## src/rtl/seq_ctrl_pkg.sv

```systemverilog
// Shared types and constants for the run-length detection controller.
// Optional feature macro: SEQ_POLARITY_SEL_EN (see run_detect_ctrl).
package seq_ctrl_pkg;

  localparam int RUN_W_D = 4;
  localparam int CNT_W_D = 8;
  localparam int WIN_W_D = 16;

  typedef enum logic [1:0] {
    IDLE = 2'd0,
    ARM  = 2'd1,
    RUN  = 2'd2,
    DONE = 2'd3
  } state_e;

  localparam logic [1:0] POL_ONES  = 2'b01;
  localparam logic [1:0] POL_ZEROS = 2'b10;
  localparam logic [1:0] POL_BOTH  = 2'b11;

  function automatic logic pol_ok(
    input logic [1:0] pol,
    input logic       b
  );
    return (pol == 2'b00) || (b ? pol[0] : pol[1]);
  endfunction

endpackage

```

## src/rtl/run_len_tracker.sv

```systemverilog
// Tracks the current run of identical bits; hit/hit_val are
// combinational for the beat being presented on x/x_valid.
module run_len_tracker
  import seq_ctrl_pkg::*;
#(
  parameter int RUN_W = RUN_W_D
) (
  input  logic             clk,
  input  logic             rst,
  input  logic             x,
  input  logic             x_valid,
  input  logic             clear,
  input  logic [RUN_W-1:0] n,
  input  logic [1:0]       pol,
  output logic             hit,
  output logic             hit_val
);

  logic [RUN_W-1:0] run_cnt;
  logic [RUN_W-1:0] cnt_nxt;
  logic             last_bit;

  always_comb begin
    cnt_nxt = RUN_W'(1);
    if (run_cnt != '0 && x == last_bit)
      cnt_nxt = (run_cnt >= n) ? n : run_cnt + RUN_W'(1);
  end

  assign hit     = x_valid && (cnt_nxt == n) && pol_ok(pol, x);
  assign hit_val = x;

  always_ff @(posedge clk or posedge rst) begin
    if (rst) begin
      run_cnt  <= '0;
      last_bit <= 1'b0;
    end else if (clear) begin
      run_cnt  <= '0;
      last_bit <= 1'b0;
    end else if (x_valid) begin
      run_cnt  <= cnt_nxt;
      last_bit <= x;
    end
  end

endmodule

```

## src/rtl/run_detect_ctrl.sv

```systemverilog
// Session FSM, match/beat counters and sticky irq around run_len_tracker.
// Define SEQ_POLARITY_SEL_EN to add the cfg_pol run-polarity filter.
module run_detect_ctrl
  import seq_ctrl_pkg::*;
#(
  parameter int RUN_W = RUN_W_D,
  parameter int CNT_W = CNT_W_D,
  parameter int WIN_W = WIN_W_D
) (
  input  logic             clk,
  input  logic             rst,
  input  logic             start,
  input  logic             stop,
  input  logic [RUN_W-1:0] cfg_run_len,
  input  logic [CNT_W-1:0] cfg_thresh,
  input  logic [WIN_W-1:0] cfg_window,
`ifdef SEQ_POLARITY_SEL_EN
  input  logic [1:0]       cfg_pol,
`endif
  input  logic             x_valid,
  input  logic             x,
  input  logic             irq_clr,
  output logic             busy,
  output logic             hit,
  output logic             hit_val,
  output logic [CNT_W-1:0] match_cnt,
  output logic             done,
  output logic             timeout,
  output logic             irq
);

  localparam logic [1:0] S_IDLE = IDLE;
  localparam logic [1:0] S_ARM  = ARM;
  localparam logic [1:0] S_RUN  = RUN;
  localparam logic [1:0] S_DONE = DONE;

  logic [1:0]       state;
  logic [RUN_W-1:0] n_q;
  logic [RUN_W-1:0] n_eff;
  logic [CNT_W-1:0] thr_q;
  logic [WIN_W-1:0] win_q;
  logic [WIN_W-1:0] beat_q;
  logic [WIN_W-1:0] beat_nxt;
  logic [CNT_W-1:0] match_nxt;
  logic [1:0]       pol;
  logic             in_arm;
  logic             beat;
  logic             trk_hit;
  logic             trk_val;
  logic             thr_end;
  logic             win_end;
  logic             finish;

`ifdef SEQ_POLARITY_SEL_EN
  logic [1:0] pol_q;
  always_ff @(posedge clk or posedge rst) begin
    if (rst)
      pol_q <= POL_BOTH;
    else if (state == S_ARM)
      pol_q <= cfg_pol;
  end
  assign pol = pol_q;
`else
  assign pol = POL_BOTH;
`endif

  assign in_arm = (state == S_ARM);
  assign beat   = (state == S_RUN) && x_valid && !stop;
  assign busy   = in_arm || (state == S_RUN);
  assign done   = (state == S_DONE);

  // Run lengths below 2 would hit on every beat; clamp to 2.
  assign n_eff = (cfg_run_len < RUN_W'(2)) ? RUN_W'(2) : cfg_run_len;

  assign match_nxt = (trk_hit && match_cnt != '1)
                   ? match_cnt + CNT_W'(1) : match_cnt;
  assign beat_nxt  = (beat_q != '1) ? beat_q + WIN_W'(1) : beat_q;
  assign thr_end   = (thr_q != '0) && (match_nxt == thr_q);
  assign win_end   = (win_q != '0) && (beat_nxt == win_q);
  assign finish    = beat && (thr_end || win_end);

  run_len_tracker #(.RUN_W(RUN_W)) u_trk (
    .clk     (clk),
    .rst     (rst),
    .x       (x),
    .x_valid (beat),
    .clear   (in_arm),
    .n       (n_q),
    .pol     (pol),
    .hit     (trk_hit),
    .hit_val (trk_val)
  );

  always_ff @(posedge clk or posedge rst) begin
    if (rst) begin
      state     <= S_IDLE;
      n_q       <= RUN_W'(2);
      thr_q     <= '0;
      win_q     <= '0;
      beat_q    <= '0;
      match_cnt <= '0;
      timeout   <= 1'b0;
    end else begin
      case (state)
        S_IDLE: if (start && !stop) state <= S_ARM;
        S_ARM: begin
          state     <= stop ? S_IDLE : S_RUN;
          n_q       <= n_eff;
          thr_q     <= cfg_thresh;
          win_q     <= cfg_window;
          beat_q    <= '0;
          match_cnt <= '0;
          timeout   <= 1'b0;
        end
        S_RUN: begin
          if (stop) begin
            state <= S_IDLE;
          end else if (beat) begin
            beat_q    <= beat_nxt;
            match_cnt <= match_nxt;
            if (finish) begin
              state   <= S_DONE;
              timeout <= !thr_end;
            end
          end
        end
        default: state <= S_IDLE;
      endcase
    end
  end

  always_ff @(posedge clk or posedge rst) begin
    if (rst) begin
      hit     <= 1'b0;
      hit_val <= 1'b0;
      irq     <= 1'b0;
    end else begin
      hit <= beat && trk_hit;
      if (beat && trk_hit)
        hit_val <= trk_val;
      irq <= finish || (irq && !irq_clr);
    end
  end

endmodule

```

## config.mk

```make
export PLATFORM = sky130hd
export DESIGN_NAME = run_detect_ctrl
export DESIGN_NICKNAME = d
export VERILOG_FILES = /design/src/rtl/seq_ctrl_pkg.sv /design/src/rtl/run_len_tracker.sv /design/src/rtl/run_detect_ctrl.sv
export SDC_FILE = /design/constraint.sdc
export NUM_CORES = 1
export LEC_CHECK = 0
export ABC_AREA = 1
export CAP_MARGIN = 30
export CORE_ASPECT_RATIO = 1.25
export CORE_UTILIZATION = 45
export DETAILED_ROUTE_END_ITERATION = 8
export PLACE_DENSITY_LB_ADDON = 0.12
export SLEW_MARGIN = 5
export SYNTH_ARGS = -nofsm -noshare
export SYNTH_HDL_FRONTEND = slang
export SYNTH_HIERARCHICAL = 1
export SYNTH_SLANG_ARGS = --single-unit
```

## constraint.sdc

```tcl
create_clock -name clk -period 4.05 [get_ports clk]
set_input_delay 0.81 -clock clk [delete_from_list [all_inputs] [get_ports clk]]
set_output_delay 0.81 -clock clk [all_outputs]
set_load 0.02 [all_outputs]
```

==> summary.txt <==
STA
  – Final setup vio count: 0
  – Clk_skew: roughly 0.0073 ns
  – Final min period: about 3.5 ns
  – Unrepaired setup endpoints after global routing: false
  – Final Hold Viols: 0
  – Final worst path period share: 0.864
  – Setup TNS Final: 0 ns
  – Count of pins over their slew limit: 0
  – Peak Freq: roughly 0.29 GHz
  – Rel. slew slack: 0.532
  – Worst Tran Pin Value: between 0.7 and 0.8 ns

Placement
  – HPWL Detailed: roughly 7800 um
  – Final RePlAce weighted congestion: ~0.9
  – Placed Area: 4680 sq um
  – Port bufs: 48

Floorplan
  – Num rows: 38
  – Die area: roughly 9400 sq um
  – Die X: roughly 87 um
  – Initial Utilization: 0.465
  – # IOs: 49
  – Core area: 8700 sq um
  – Die Y: approximately 110 um

Yosys
  – Avg Inst Size Synth: 6.93 sq um
  – Main synth FF type: dfrtp_1
  – Synth Instances: approximately 580
  – Synth area leader: dfrtp_1
  – Distinct cells, synth: 37
  – Post-synth top area share: 0.383
  – Yosys warns: 6
  – Synth area leaders: dfrtp_1 38%, nand2_1 19%, nand3_1 7.0%
  – Seq/Total Area, Yosys: 0.390
  – Post-synth EDFFs: 0
  – FF+latch count, synth: 63
  – Mapped cell area: approximately 4000 sq um
  – Asr flop ratio synth: 1.00

Detailed routing
  – Drt first pass iters: 7
  – Vias: approximately 3800
  – Violation count after the first detailed-route iteration: between 200 and 300
  – Overall routed net length: just over 10000 um
  – # DRC: 0
  – WL per Instance: ~13 um
  – Drt via density: 5.00
  – DRT antenna net count: 0

GRT
  – Initial antenna violation count: 0
  – First-pass GRT wire length: 17300 um
  – Vias in the first global route: 3740
  – Grt total ovfl: 0
  – Gr usage total: 0.239
  – Pin count of the biggest net entering global routing: 52

Layout
  – Post-route cell area: about 4900 sq um
  – Number of nets in the layout: between 600 and 700
  – Total inserted antenna cells: 0
  – Most frequent cells in the layout: 201 x nand2_1, 74 x inv_1, 62 x dfrtp_1
  – Layout area overhead: 21.3%
  – Most common cell after layout, fill and taps aside: nand2_1
  – Share of cells above drive strength 1: 0.0729

Setup path
  – Critical setup path kind: input pin to flop
  – Worst setup EP type: flop
  – Worst Path Arrival: approximately 3.7 ns
  – R2r worst-path depth: 24
  – Worst EP required: 4.28 ns
  – CP max FO: 10
  – Startpoint types: input pin
  – Setup slack, reg-to-reg: about 0.56 ns
  – R2R Path Start: n_q[1]$_DFFE_PP1P_
  – RR Endpoint: state[1]$_DFFE_PP0P_

Clock tree
  – CTS root buf: clkbuf_8
  – CTS tree: built
  – Clk sink count: 63
  – CTS buffer count: 9
  – CTS max path bufs: 2
  – Maximum level of the CTS H-tree: 3
  – Clock Latency Late Sink: around 0.34 ns
  – CTS clk-pin slew, worst paths: approximately 0.070 ns

Power
  – Leakage: ~2.3 nW
  – Largest vdd supply drop: between 0.4 and 0.5 mV
  – Cell area power density: about 520 nW/um^2

Status
  – Status: completed

Worst hold path
  – WHS Endpoint: n_q[1]$_DFFE_PP1P_
  – Min-delay src: n_q[1]$_DFFE_PP1P_
  – Hold path depth: 2
  – Hold WC Path Type: flop to flop

Run
  – Max_cap viols: 0
[report_power, final]
part / internal (mW) / total (mW) / switching (mW)
Sequential: 0.795 / 0.916 / 0.121
Clock: 0.380 / 0.621 / 0.241
Combinational: 0.360 / 1.01 / 0.648
[final cells by class]
type / count / area, sq um
Timing Repair Buffer: 55 / 537
Multi-Input combinational cell: 431 / 2120
Clock buffer: 13 / 159
Sequential cell: 63 / 1580
Tap cell: 120 / 150
Inverter: 80 / 300
Fill cell: 843 / 3790
Clock inverter: 3 / 65.1
[registers in the layout, indices dropped and copies added (netlist names)]
signal          count
hit_val             1
state               2
win_q              16
n_q                 4
u_trk/last_bit      1
hit                 1
u_trk/run_cnt       4
thr_q               8
irq                 1
timeout             1
beat_q             16
match_cnt           8
[routing by layer]
layer	up-vias	global-route usage	wire (um)
met5	-	0	0
met4	0	0.0845	159
met3	12	0.0435	407
met2	80	0.403	4920
met1	1759	0.306	4640
li1	1972	-	-
[cells in the mapped netlist (7+ instances only)]
cell      instances
clkbuf_1          9
dfrtp_1          62
ha_1             12
inv_1            75
nand2_1         201
nand2_2           7
nand3_1          57
nand4_1           8
nor2_1           38
o21ai_0          49
o22ai_1          14
xor2_1           12
[stage by stage]
stage	hold WS [ns]	util	instances	setup slack, ns	power (mW)
after global placement	0.473	0.537	748	0.301	1.90
after global routing	0.509	0.564	765	0.0928	2.77
after detailed placement	0.474	0.538	749	0.141	1.93
after CTS	0.487	0.564	765	0.480	2.56
after floorplan	0.456	-	587	0.750	1.63
final	0.481	0.564	765	0.549	2.54
[critical path, stage by stage]
cell and delay, ns:
clkdlybuf4s50_1 0.46, xor2_1 0.19, a21oi_4 0.24, o211ai_1 0.16
nand2_1 0.09, nand3_1 0.06, nor2_1 0.22, inv_1 0.19
a21oi_4 0.28, o21ai_0 0.20, nand3_1 0.10, nand2_1 0.05
nor2_1 0.10, nand3_1 0.14, nand2_2 0.11, nand2_2 0.06
nand2_2 0.07, nand2_1 0.07, nand2_1 0.07, nand2_1 0.05
[worst max path at each step]
stage                             from              endpoint  slack (ns)  depth (start not counted)
finish                               x  state[1]$_DFFE_PP0P_        0.55                         20
global route        n_q[1]$_DFFE_PP1P_  state[1]$_DFFE_PP0P_        0.09                         26
CTS                 n_q[1]$_DFFE_PP1P_  state[1]$_DFFE_PP0P_        0.48                         24
detailed placement                   x  state[1]$_DFFE_PP0P_        0.14                         20
global placement                     x  state[1]$_DFFE_PP0P_        0.30                         22
floorplan                         stop  state[0]$_DFFE_PP0P_        0.75                         23
[logic make-up (layout without fill, tap and decap cells)]
| family | count (synthesis) | in the layout | synth area share |
|---|---|---|---|
| compound gates | 74 | 74 | 0.104 |
| other cells | 1 | 4 | 0.000926 |
| simple gates | 327 | 327 | 0.346 |
| fa+ha+maj | 12 | 12 | 0.0371 |
| buf+inv | 93 | 151 | 0.0909 |
| flops | 63 | 63 | 0.390 |
| xor+xnor | 13 | 13 | 0.0281 |
| mux | 1 | 1 | 0.00278 |
[what timing repair did]
item | in CTS | in global routing
resized for setup | 0 | 1
buffers inserted | 0 | 0
endpoints found under the setup margin | 0 | 1
hold buffers | 0 | 0
No activity file was read; power rests on OpenSTA's default activity.
